<file path="config.mk">
export PLATFORM = sky130hd
export DESIGN_NAME = uart_frame_rx
export DESIGN_NICKNAME = d
export VERILOG_FILES = /design/src/rtl/uart_frame_rx.sv
export SDC_FILE = /design/constraint.sdc
export NUM_CORES = 1
export LEC_CHECK = 0
export BUFFER_PORTS_ARGS = -buffer_cell sky130_fd_sc_hd__buf_2
export CAP_MARGIN = 25
export CORE_MARGIN = 4
export CORE_UTILIZATION = 40
export CTS_CLUSTER_SIZE = 40
export DETAILED_ROUTE_END_ITERATION = 16
export GPL_TIMING_DRIVEN = 0
export PLACE_DENSITY = 0.63
export SLEW_MARGIN = 40
export SYNTH_ARGS = -nofsm -noshare
export SYNTH_HDL_FRONTEND = slang
export SYNTH_SLANG_ARGS = --single-unit
export TNS_END_PERCENT = 1
</file>
<file path="constraint.sdc">
create_clock -name clk -period 3.7 [get_ports clk]
set_input_delay 0 -clock clk [delete_from_list [all_inputs] [get_ports clk]]
set_output_delay 0 -clock clk [all_outputs]
set_load 0.01 [all_outputs]
</file>
<file path="src/rtl/uart_frame_rx.sv">
// uart_frame_rx: byte-level frame decoder behind a UART receiver.
// Frame format: SOF, LEN, PAYLOAD[LEN], CHK where CHK = LEN ^ payload bytes.
// Ports:
//   clk, reset_n      - clock, asynchronous active-low reset
//   rx_done_tick      - one-cycle strobe, rx_dout holds a new byte
//   rx_dout           - received byte
//   s_tick            - 16x baud oversampling tick, drives the inter-byte timeout
//   rd_addr / rd_data - combinational read port into the payload buffer
//   frame_len         - payload length of the last accepted frame
//   frame_valid       - one-cycle pulse, frame accepted
//   frame_err         - one-cycle pulse, frame rejected
//   err_code          - last error cause: 0 none, 1 length, 2 checksum, 3 timeout
//   busy              - high whenever a frame is in progress
module uart_frame_rx #(
  parameter int unsigned     DBIT          = 8,
  parameter int unsigned     MAX_LEN       = 16,
  parameter logic [DBIT-1:0] SOF           = DBIT'(8'hA5),
  parameter int unsigned     TIMEOUT_TICKS = 480
) (
  input  logic                       clk,
  input  logic                       reset_n,
  input  logic                       rx_done_tick,
  input  logic [DBIT-1:0]            rx_dout,
  input  logic                       s_tick,
  input  logic [$clog2(MAX_LEN)-1:0] rd_addr,
  output logic [DBIT-1:0]            rd_data,
  output logic [7:0]                 frame_len,
  output logic                       frame_valid,
  output logic                       frame_err,
  output logic [1:0]                 err_code,
  output logic                       busy
);

  localparam int unsigned AW = $clog2(MAX_LEN);
  localparam int unsigned TW = $clog2(TIMEOUT_TICKS + 1);

  localparam logic [1:0] ERR_NONE = 2'd0;
  localparam logic [1:0] ERR_LEN  = 2'd1;
  localparam logic [1:0] ERR_CHK  = 2'd2;
  localparam logic [1:0] ERR_TMO  = 2'd3;

  typedef enum logic [1:0] {
    S_IDLE,
    S_LEN,
    S_PAYLOAD,
    S_CHK
  } state_t;

  state_t          state_q, state_d;
  logic [7:0]      index_q, index_d;
  logic [7:0]      len_q, len_d;
  logic [DBIT-1:0] acc_q, acc_d;
  logic [TW-1:0]   tcnt_q, tcnt_d;
  logic [7:0]      frame_len_q, frame_len_d;
  logic [1:0]      err_code_q, err_code_d;
  logic            frame_valid_q, frame_valid_d;
  logic            frame_err_q, frame_err_d;
  logic            busy_q, busy_d;

  logic [DBIT-1:0] buf_q [MAX_LEN];
  logic            wr_en_c;
  logic            timeout_hit_c;

  // Expiry fires on the tick that would take the counter to TIMEOUT_TICKS.
  assign timeout_hit_c = s_tick && (tcnt_q == TW'(TIMEOUT_TICKS - 1));

  // Next-state and output logic.
  always_comb begin
    state_d       = state_q;
    index_d       = index_q;
    len_d         = len_q;
    acc_d         = acc_q;
    tcnt_d        = tcnt_q;
    frame_len_d   = frame_len_q;
    err_code_d    = err_code_q;
    frame_valid_d = 1'b0;
    frame_err_d   = 1'b0;
    wr_en_c       = 1'b0;

    unique case (state_q)
      S_IDLE: begin
        if (rx_done_tick && (rx_dout == SOF)) begin
          state_d = S_LEN;
          tcnt_d  = '0;
        end
      end
      S_LEN: begin
        if (rx_done_tick) begin
          if ((rx_dout == '0) || (rx_dout > DBIT'(MAX_LEN))) begin
            frame_err_d = 1'b1;
            err_code_d  = ERR_LEN;
            state_d     = S_IDLE;
          end else begin
            len_d   = 8'(rx_dout);
            acc_d   = rx_dout;
            index_d = 8'd0;
            state_d = S_PAYLOAD;
          end
        end
      end
      S_PAYLOAD: begin
        if (rx_done_tick) begin
          wr_en_c = 1'b1;
          acc_d   = acc_q ^ rx_dout;
          index_d = index_q + 8'd1;
          if (index_q == (len_q - 8'd1)) begin
            state_d = S_CHK;
          end
        end
      end
      S_CHK: begin
        if (rx_done_tick) begin
          state_d = S_IDLE;
          if (rx_dout == acc_q) begin
            frame_valid_d = 1'b1;
            frame_len_d   = len_q;
            err_code_d    = ERR_NONE;
          end else begin
            frame_err_d = 1'b1;
            err_code_d  = ERR_CHK;
          end
        end
      end
      default: state_d = S_IDLE;
    endcase

    // Inter-byte timeout; a byte arriving on the expiring tick takes priority.
    if (state_q != S_IDLE) begin
      if (rx_done_tick) begin
        tcnt_d = '0;
      end else if (s_tick) begin
        if (timeout_hit_c) begin
          frame_err_d = 1'b1;
          err_code_d  = ERR_TMO;
          state_d     = S_IDLE;
        end else begin
          tcnt_d = tcnt_q + TW'(1);
        end
      end
    end

    busy_d = (state_d != S_IDLE);
  end

  // State and output registers.
  always_ff @(posedge clk or negedge reset_n) begin
    if (!reset_n) begin
      state_q       <= S_IDLE;
      index_q       <= '0;
      len_q         <= '0;
      acc_q         <= '0;
      tcnt_q        <= '0;
      frame_len_q   <= '0;
      err_code_q    <= ERR_NONE;
      frame_valid_q <= 1'b0;
      frame_err_q   <= 1'b0;
      busy_q        <= 1'b0;
    end else begin
      state_q       <= state_d;
      index_q       <= index_d;
      len_q         <= len_d;
      acc_q         <= acc_d;
      tcnt_q        <= tcnt_d;
      frame_len_q   <= frame_len_d;
      err_code_q    <= err_code_d;
      frame_valid_q <= frame_valid_d;
      frame_err_q   <= frame_err_d;
      busy_q        <= busy_d;
    end
  end

  // Payload buffer; contents need no reset.
  always_ff @(posedge clk) begin
    if (wr_en_c) begin
      buf_q[AW'(index_q)] <= rx_dout;
    end
  end

  assign rd_data     = buf_q[rd_addr];
  assign frame_len   = frame_len_q;
  assign frame_valid = frame_valid_q;
  assign frame_err   = frame_err_q;
  assign err_code    = err_code_q;
  assign busy        = busy_q;

endmodule
</file>
# == Word level (Yosys, flattened, before mapping) ==
# Memory sizes are Yosys's and may differ from the RTL's.
# Cells that the tools add are included.
# Widths: inputs -> output; s select.
# totals
register_bits,48
latchBits,0
ram_bits,128
rom_bits,0
inputBits,16
out_inout_bits,21
wordCells,88
memories,1
# memory_table
memory,depth,width,read_ports,rd_clocked_by_memory_dff,write_ports,line_no,source
buf_q,16,8,1,0,1,60,logic [DBIT-1:0] buf_q [MAX_LEN];
# classes
addsub,3
n_mul,0
div_mod_pow,0
n_lt_le_gt_ge,1
n_eq_ne,10
shifts,0
n_mux,50
bitwise_logic,2
n_reduce_logical,11
# op_table
op,count
$mux 9,6
$mux 8,6
$mux 2,18
$pmux 8 s2,2
$eq 8x8->1,2
$mux 1,15
$add 9x1->9 const B,1
$eq 9x9->1 const B,1
$add 8x1->8 const B,1
$eq 8x8->1 const B,1
$gt 8x5->1 const B,1
$logic_not 8->1,1
$pmux 2 s4,1
$sub 8x1->8 const B,1
$xor 8x8->8,1
$ne 2x2->1 const B,3
$reduce_and 3->1,2
$reduce_bool 2->1,3
$eq 2x2->1 const B,2
$pmux 2 s2,1
$reduce_and 4->1,1
$eq 2x1->1 const B,1
$logic_and 1x1->1,2
$logic_not 2->1,1
other kinds (3),3

# == Depth between registers and ports, before layout ==
# Gate-level depths: netlist of run 1.
# logic_depth
depth_word,10
mapped_depth,8
mapped_depth_nobuf,7

# == Worst setup path after synthesis of run 1 ==
# Ideal clock, no wire load.
# synth_timing
path_type,register to register
start,register state_q[0]
end,"memory buf_q[0][0], enable pin"
setup_ps,383
t_arrival_ps,1689
t_required_ps,3317
setup_slack_ps,1627
stages_incl_launch_ff,6
path_buffers,2
period_less_slack_ps,2073
cell_sequence,dfrtp_1 -> clkbuf_8 -> and3b_1 -> buf_2 -> nand2_1 -> nor3_1
# synth_between
elab_chain_cells,4
# synth_rtl
item,line_no,source
start: declaration,49,"state_t state_q, state_d;"
start signal: assignment,159,state_q <= state_d;
$eq 2x2->1,80,unique case (state_q)
$mux 1,80,
$mux 1,174,if (wr_en_c) begin
$mux 1 (implied by the code),175,buf_q[AW'(index_q)] <= rx_dout;
end: declaration,60,
# Every way passes these cells.

# == Worst setup path after layout of run 1 ==
# layout_timing
start,register state_q[0]
end,"memory buf_q[10][6], enable pin"
# Same word-level chain as after synthesis.

==> run_results.csv, run 1 <==
group,metric,value,unit
outcome,status,"complete, no violations",
floorplan,die_h,146,um
sta,drv_slew,0,
floorplan,coreArea,18700,sq um
clock_network,path_clk_slew,70,ps
setup_path,crit_type,"reg2reg",
synth,synth-simple-area-share,8.87,%
synth,yosys.area_share.adder,0.984,%
synth,synthesis.area,7630,sq um
routing,routedWlPerCell,20.1,um
sta,min_period,2360,ps
floorplan,start_util,40.8,%
synth,syn_avg_cell_area,15.7,sq um
synth,async_reset_ff_share,27.3,%
setup_path,arrival,2410,ps
sta,rsz0062_at_grt,"no",
cells_and_area,antennaDiodeCount,0,
synth,synthMuxAreaShare,13.8,%
placement,hpwl,10500,um
global_routing,grt_antenna_before_repair,0,
pwr,peakVddDrop,0.330,mV
routing,drc,0,
placement,io_buffers,33,
floorplan,die_w,146,um
floorplan,dieArea,21400,sq um
setup_path,r2r_cells,5,
global_routing,grt_pass1_vias,4482,
synth,synth_top_area_share,50.4,%
global_routing,grt_max_degree,49,
clock_network,clkSinkCount,176,
routing,ant_nets,0,
sta,setup_tns,0,ps
routing,totalWireLength,15900,um
synth,synth_top_area_cell,"edfxtp_1",
global_routing,grt-ovfl-total,0,
sta,fin_ws,1340,ps
clock_network,root_buffer,"clkbuf_16",
routing,viasPerCell,5.47,
pwr,finalPower,4.36,mW
synth,synth_most_common_cell,"edfxtp_1",
placement,pre_cts_ws,1290,ps
global_routing,grt_pass1_wl,25600,um
floorplan,rows,50,
routing,num_vias,4314,
cells_and_area,layout.nets,563,
hold_path,worstHoldPathCells,1,
sta,relSlewSlack,45.0,%
synth,synth-edff-count,128,
clock_network,cts_resized,0,
sta,max_freq,423,MHz
setup_path,start_kind,"flop",
setup_path,crit_fanout,10,
routing,drt_iter0_drc,363,
cells_and_area,syn2layout_area_growth,14.1,%
sta,worst_pin_slew,823,ps
sta,finalClockSkew,9.30,ps
synth,seq_area_frac_synth,66.1,%
synth,ys_warn_count,0,
sta,finalHoldViolations,0,
clock_network,clockBufferDepth,2,
synth,syn_inst,487,
synth,synth_xor_area_share,3.20,%
clock_network,tritoncts,"built",
synth,synthTopCellsByCount,"128 x edfxtp_1, 48 x dfrtp_1, 40 x mux4_2",
synth,synth_compound_area_share,4.39,%
routing,dr.pass1.iters,4,
hold_path,min_path_type,"in2reg",
clock_network,clock_latency,430,ps
synth,synth_ff_type,"edfxtp_1",
cells_and_area,fill_cells,1607,
placement,dp_cells,754,
global_routing,globalRouteTotalUtil,15.8,%
sta,finalSetupViolCount,0,
synth,synth_top_family_by_area,"multiplexers",
synth,synth_area_leaders,"edfxtp_1 50%, dfrtp_1 16%, mux4_2 12%",
sta,fin_crit_sh,63.8,%
placement,place_congestion,0.818,
flow_run,max-cap-violations,0,
setup_path,critical_path_required,3750,ps
synth,synth_nets,509,
clock_network,htree_num_levels,4,
pwr,leakage,3.13,nW
synth,ys_types,50,
cells_and_area,drive_gt1_share,25.8,%
synth,ys_seq_elements,176,
floorplan,ioPinCount,37,
clock_network,cts_made_buffers,17,
cells_and_area,finalNonFillerCells,788,
pwr,powerDensity,501,nW/um^2
setup_path,crit_path_end_kind,"flop",
## logic make-up (layout without fill, tap and decap cells)
family / after synthesis / after routing
AO/OA/AOI/OAI: 54 / 54
buffers and inverters: 34 / 101
XOR/XNOR: 27 / 27
multiplexers: 54 / 54
adder cells (fa/ha/maj): 6 / 6
flip-flops: 176 / 176
AND/OR/NAND/NOR: 136 / 136
## critical path, stage by stage, from the launching register on
cell and delay [ps]:
dfrtp_1 380, clkbuf_8 170, and3b_1 290, buf_2 280
nand2_1 200, nor2_1 660
## per-layer routing
metal / GRT usage (%) / share of wire (%) / vias up
met5: 0 / 0 / -
met4: 3.62 / 0.70 / 0
met3: 4.38 / 4.6 / 9
met2: 25.7 / 51 / 96
met1: 21.3 / 44 / 2230
li1: - / - / 1979
## layout by cell type (no fill, tap or decap), types with 3 or more instances in the layout
master,n
ha_1,6
o21ai_0,16
nand4_1,4
mux2i_1,3
nand3_1,15
nor3_2,4
inv_1,11
nor2_1,29
and2_1,3
nand2_1,36
buf_2,35
clkinv_4,3
mux4_2,40
nand2b_1,7
clkbuf_1,8
buf_6,5
nor3_1,9
xnor2_1,18
clkinvlp_4,3
and2_2,3
xor2_1,8
a31oi_1,8
nor3b_1,3
a211oi_1,3
nor2_2,7
mux2_2,11
a21oi_1,14
clkbuf_16,17
dfrtp_1,48
edfxtp_1,128
buf_1,5
## state kept, by name, summed over array words and instances (netlist names)
name and cells:
frame_err 1, state_q 2, len_q 8, err_code 2
frame_len 8, tcnt_q 9, buf_q 128, busy 1
frame_valid 1, acc_q 8, index_q 8
## through the flow
| step | utilization [%] | instance area (sq um) | hold WS, ps |
|---|---|---|---|
| 6_report | 46.6 | 8710 | 17.8 |
| 5_1_grt | 46.6 | 8710 | 4.26 |
| 4_1_cts | 46.5 | 8700 | 5.73 |
| 3_5_place_dp | 43.4 | 8120 | 55.0 |
| 3_3_place_gp | 43.2 | 8090 | 240 |
| 2_1_floorplan | - | 7630 | -296 |
## what timing repair did
action                                  in CTS  in global routing
hold buffers                                 2                  0
setup buffers                                0                  0
hold endpoints to repair                    49                  0
endpoints found under the setup margin       0                  0
## path summary, 6_finish.rpt
path                             from           end  slack (ps)
max                        state_q[0]  buf_q[10][6]        1340
min in group asynchronous     reset_n     tcnt_q[3]         130
min                        rx_dout[1]   buf_q[3][1]          20
min reg2reg                index_q[7]    index_q[7]         490
max in group asynchronous     reset_n      len_q[2]        3160
max reg2reg                state_q[0]  buf_q[10][6]        1340
## area by class of cell
cell class,count,area [sq um],area share (%)
clock buffer,18,429,4.93
multi-input combinational,277,2420,27.8
sequential,176,5040,57.9
inverter,11,41.3,0.474
timing repair buffer,35,188,2.15
tap,234,293,3.36
buffer,23,159,1.82
clock inverter,14,131,1.51
## where the power goes
group          switching, mW  total [mW]  leakage [nW]  internal [mW]
sequential            0.0456        2.22          1.79           2.17
clock                  0.770        1.71         0.266          0.936
combinational          0.263       0.439          1.08          0.176
total                   1.08        4.36          3.13           3.29
Note: power is estimated with default switching activity, not from simulation.
==> run 2: changes to the inputs <==
- PLACE_DENSITY: 0.63 -> 0.65
- clock period: 3.7 -> 2 ns (I/O delays scaled with it)
==> run 2 against run 1 <==
The run now ends with negative setup slack left. Total power increased by 88%. Global-route usage decreased by 0.50 points. Clock power increased by 85%. Critical path depth increased by 1. Routed wire length about the same. Via count increased by 1.9%. Combinational power increased by 94%. First-iteration DRC count decreased by 27%. Clock skew decreased by 4.2 ps. Worst setup slack got worse by 1400 ps. Critical endpoint is now index_q[4].
==> run_results.csv, run 2 (synthesis results as in run 1) <==
group,metric,value,unit
outcome,violations,"negative setup slack",
clock_network,clockBufferDepth,2,
routing,num_vias,4394,
global_routing,grt_antenna_before_repair,0,
cells_and_area,top_regs,"buf_q x128, tcnt_q x9",
clock_network,root_buffer,"clkbuf_16",
routing,met2_length,7770,um
hold_path,min_path_type,"in2reg",
sta,rsz0062_at_grt,"yes",
setup_path,worstPathCellList,"clkbuf_8 -> and3b_1 -> nand2_1 -> nor2_4 -> nor2_1 -> mux2_2",
flow_run,max-cap-violations,0,
cells_and_area,antennaDiodeCount,0,
setup_path,path_delay_family,"simple AND/OR/NAND/NOR gates",
global_routing,globalRouteTotalUtil,15.3,%
cells_and_area,layout_commonest_cell,"edfxtp_1",
pwr,power.internal,6.20,mW
floorplan,die_w,146,um
placement,place_congestion,0.844,
sta,fin_crit_sh,102,%
setup_path,crit_fanout,11,
cells_and_area,syn2layout_area_growth,17.5,%
sta,whs,25.4,ps
routing,drc,0,
cells_and_area,layout.nets,568,
pwr,leakage,3.21,nW
global_routing,grt-ovfl-total,0,
setup_path,slowest_delay,400,ps
cells_and_area,top_register,"buf_q",
outcome,status,"complete, but fails checks",
placement,io_buffers,33,
sta,max_freq,492,MHz
routing,routedWlPerCell,20.0,um
clock_network,clkSinkCount,176,
cells_and_area,largest_reg_flops,128,
pwr,seq_power_share,50.8,%
placement,hpwl,10300,um
routing,top_layer,"met4",
pwr,powerDensity,913,nW/um^2
setup_path,crit_type,"reg2reg",
sta,fin_ws,-34.5,ps
global_routing,grt_max_degree,49,
sta,relSlewSlack,56.2,%
pwr,finalPower,8.18,mW
floorplan,dieArea,21400,sq um
clock_network,path_clk_slew,60,ps
sta,min_period,2030,ps
routing,totalWireLength,15800,um
cells_and_area,layout_common_cells,"128 x edfxtp_1, 47 x dfrtp_1, 40 x mux4_2",
pwr,peakVddDrop,0.649,mV
clock_network,tritoncts,"built",
routing,drt_iter0_drc,265,
sta,setup_tns,-289,ps
routing,viasPerCell,5.55,
setup_path,critPathSlowestCell,"nor2_4",
sta,finalHoldViolations,0,
global_routing,grt_pass1_wl,25100,um
clock_network,clock_latency,420,ps
clock_network,cts_made_buffers,17,
sta,drv_slew,0,
floorplan,die_h,146,um
floorplan,ioPinCount,37,
pwr,power.share.switching,24.2,%
pwr,p_clk_share,38.8,%
floorplan,start_util,40.8,%
routing,ant_nets,0,
cells_and_area,design_area,8970,sq um
cells_and_area,drive_gt1_share,28.5,%
placement,pre_cts_ws,-404,ps
routing,met1_length,7110,um
floorplan,coreArea,18700,sq um
setup_path,start_kind,"flop",
floorplan,rows,50,
clock_network,htree_num_levels,4,
setup_path,critical_path_required,2310,ps
setup_path,arrival,2340,ps
setup_path,crit_buf_inv,1,
pwr,switchingPower,1.98,mW
routing,dr.pass1.iters,4,
global_routing,grt_pass1_vias,4422,
setup_path,crit_path_end_kind,"flop",
placement,placed_area,8110,sq um
pwr,power_frac_comb,10.4,%
sta,worst_pin_slew,657,ps
sta,finalClockSkew,5.09,ps
sta,finalSetupViolCount,26,
routing,wl_met3,819,um
-- run 2: changes by cell type in the layout (fill, tap and decap cells not counted), sizes merged --
| cell | change |
|---|---|
| clkbuf | +2 |
| dlygate4sd3 | +2 |
| inv | -2 |
| buf | +1 |
| bufinv | +1 |
-- run 2: per-stage QoR --
stage | cells | utilization (%)
finish | 792 | 47.9
global placement | 754 | 43.3
floorplan | 487 | -
detailed placement | 754 | 43.4
global route | 792 | 47.9
CTS | 791 | 47.5
-- run 2: metal layers --
layer	vias up	track usage [%]
met3	12	4.07
met5	-	0
met4	0	3.86
met2	133	24.3
met1	2256	21.2
li1	1993	-
-- run 2: final timing paths --
path	startpoint	endpoint	slack, ps	depth (start not counted)
max	state_q[0]	index_q[4]	-30	6
min	rx_dout[5]	acc_q[5]	30	3
max reg2reg	state_q[0]	index_q[4]	-30	6
min reg2reg	frame_len[2]	frame_len[2]	500	1
max in group asynchronous	reset_n	index_q[3]	1420	2
min in group asynchronous	reset_n	tcnt_q[1]	140	2
-- run 2: timing repair --
action / CTS / global route
hold endpoints to repair: 71 / 0
gates resized for setup: 28 / 18
hold buffers: 4 / 0
setup endpoints to repair: 124 / 163
buffers inserted: 3 / 1
pin swaps: 5 / 2
-- run 2: power groups by stage --
| stage | registers [mW] | clock network, mW | logic, mW |
|---|---|---|---|
| after floorplan | 4.17 | 0 | 0.534 |
| after global placement | 4.18 | 0 | 0.762 |
| after detailed placement | 4.18 | 0 | 0.803 |
| after CTS | 4.16 | 3.25 | 0.829 |
| after global routing | 4.18 | 3.41 | 0.945 |
| final | 4.16 | 3.17 | 0.853 |
-- run 2: worst reg2reg max path, stage by stage, from the launching register on --
cell,delay (ps)
dfrtp_1,390
clkbuf_8,170
and3b_1,310
nand2_1,300
nor2_4,400
nor2_1,90
mux2_2,270
-- run 2: cell type report --
cell class                 instances  area [sq um]
timing repair buffer              41           312
multi-input combinational        277          2540
buffer                            22           166
clock buffer                      18           429
fill                            1589          9740
inverter                          11          41.3
sequential                       176          5050
tap                              234           293
clock inverter                    13           139
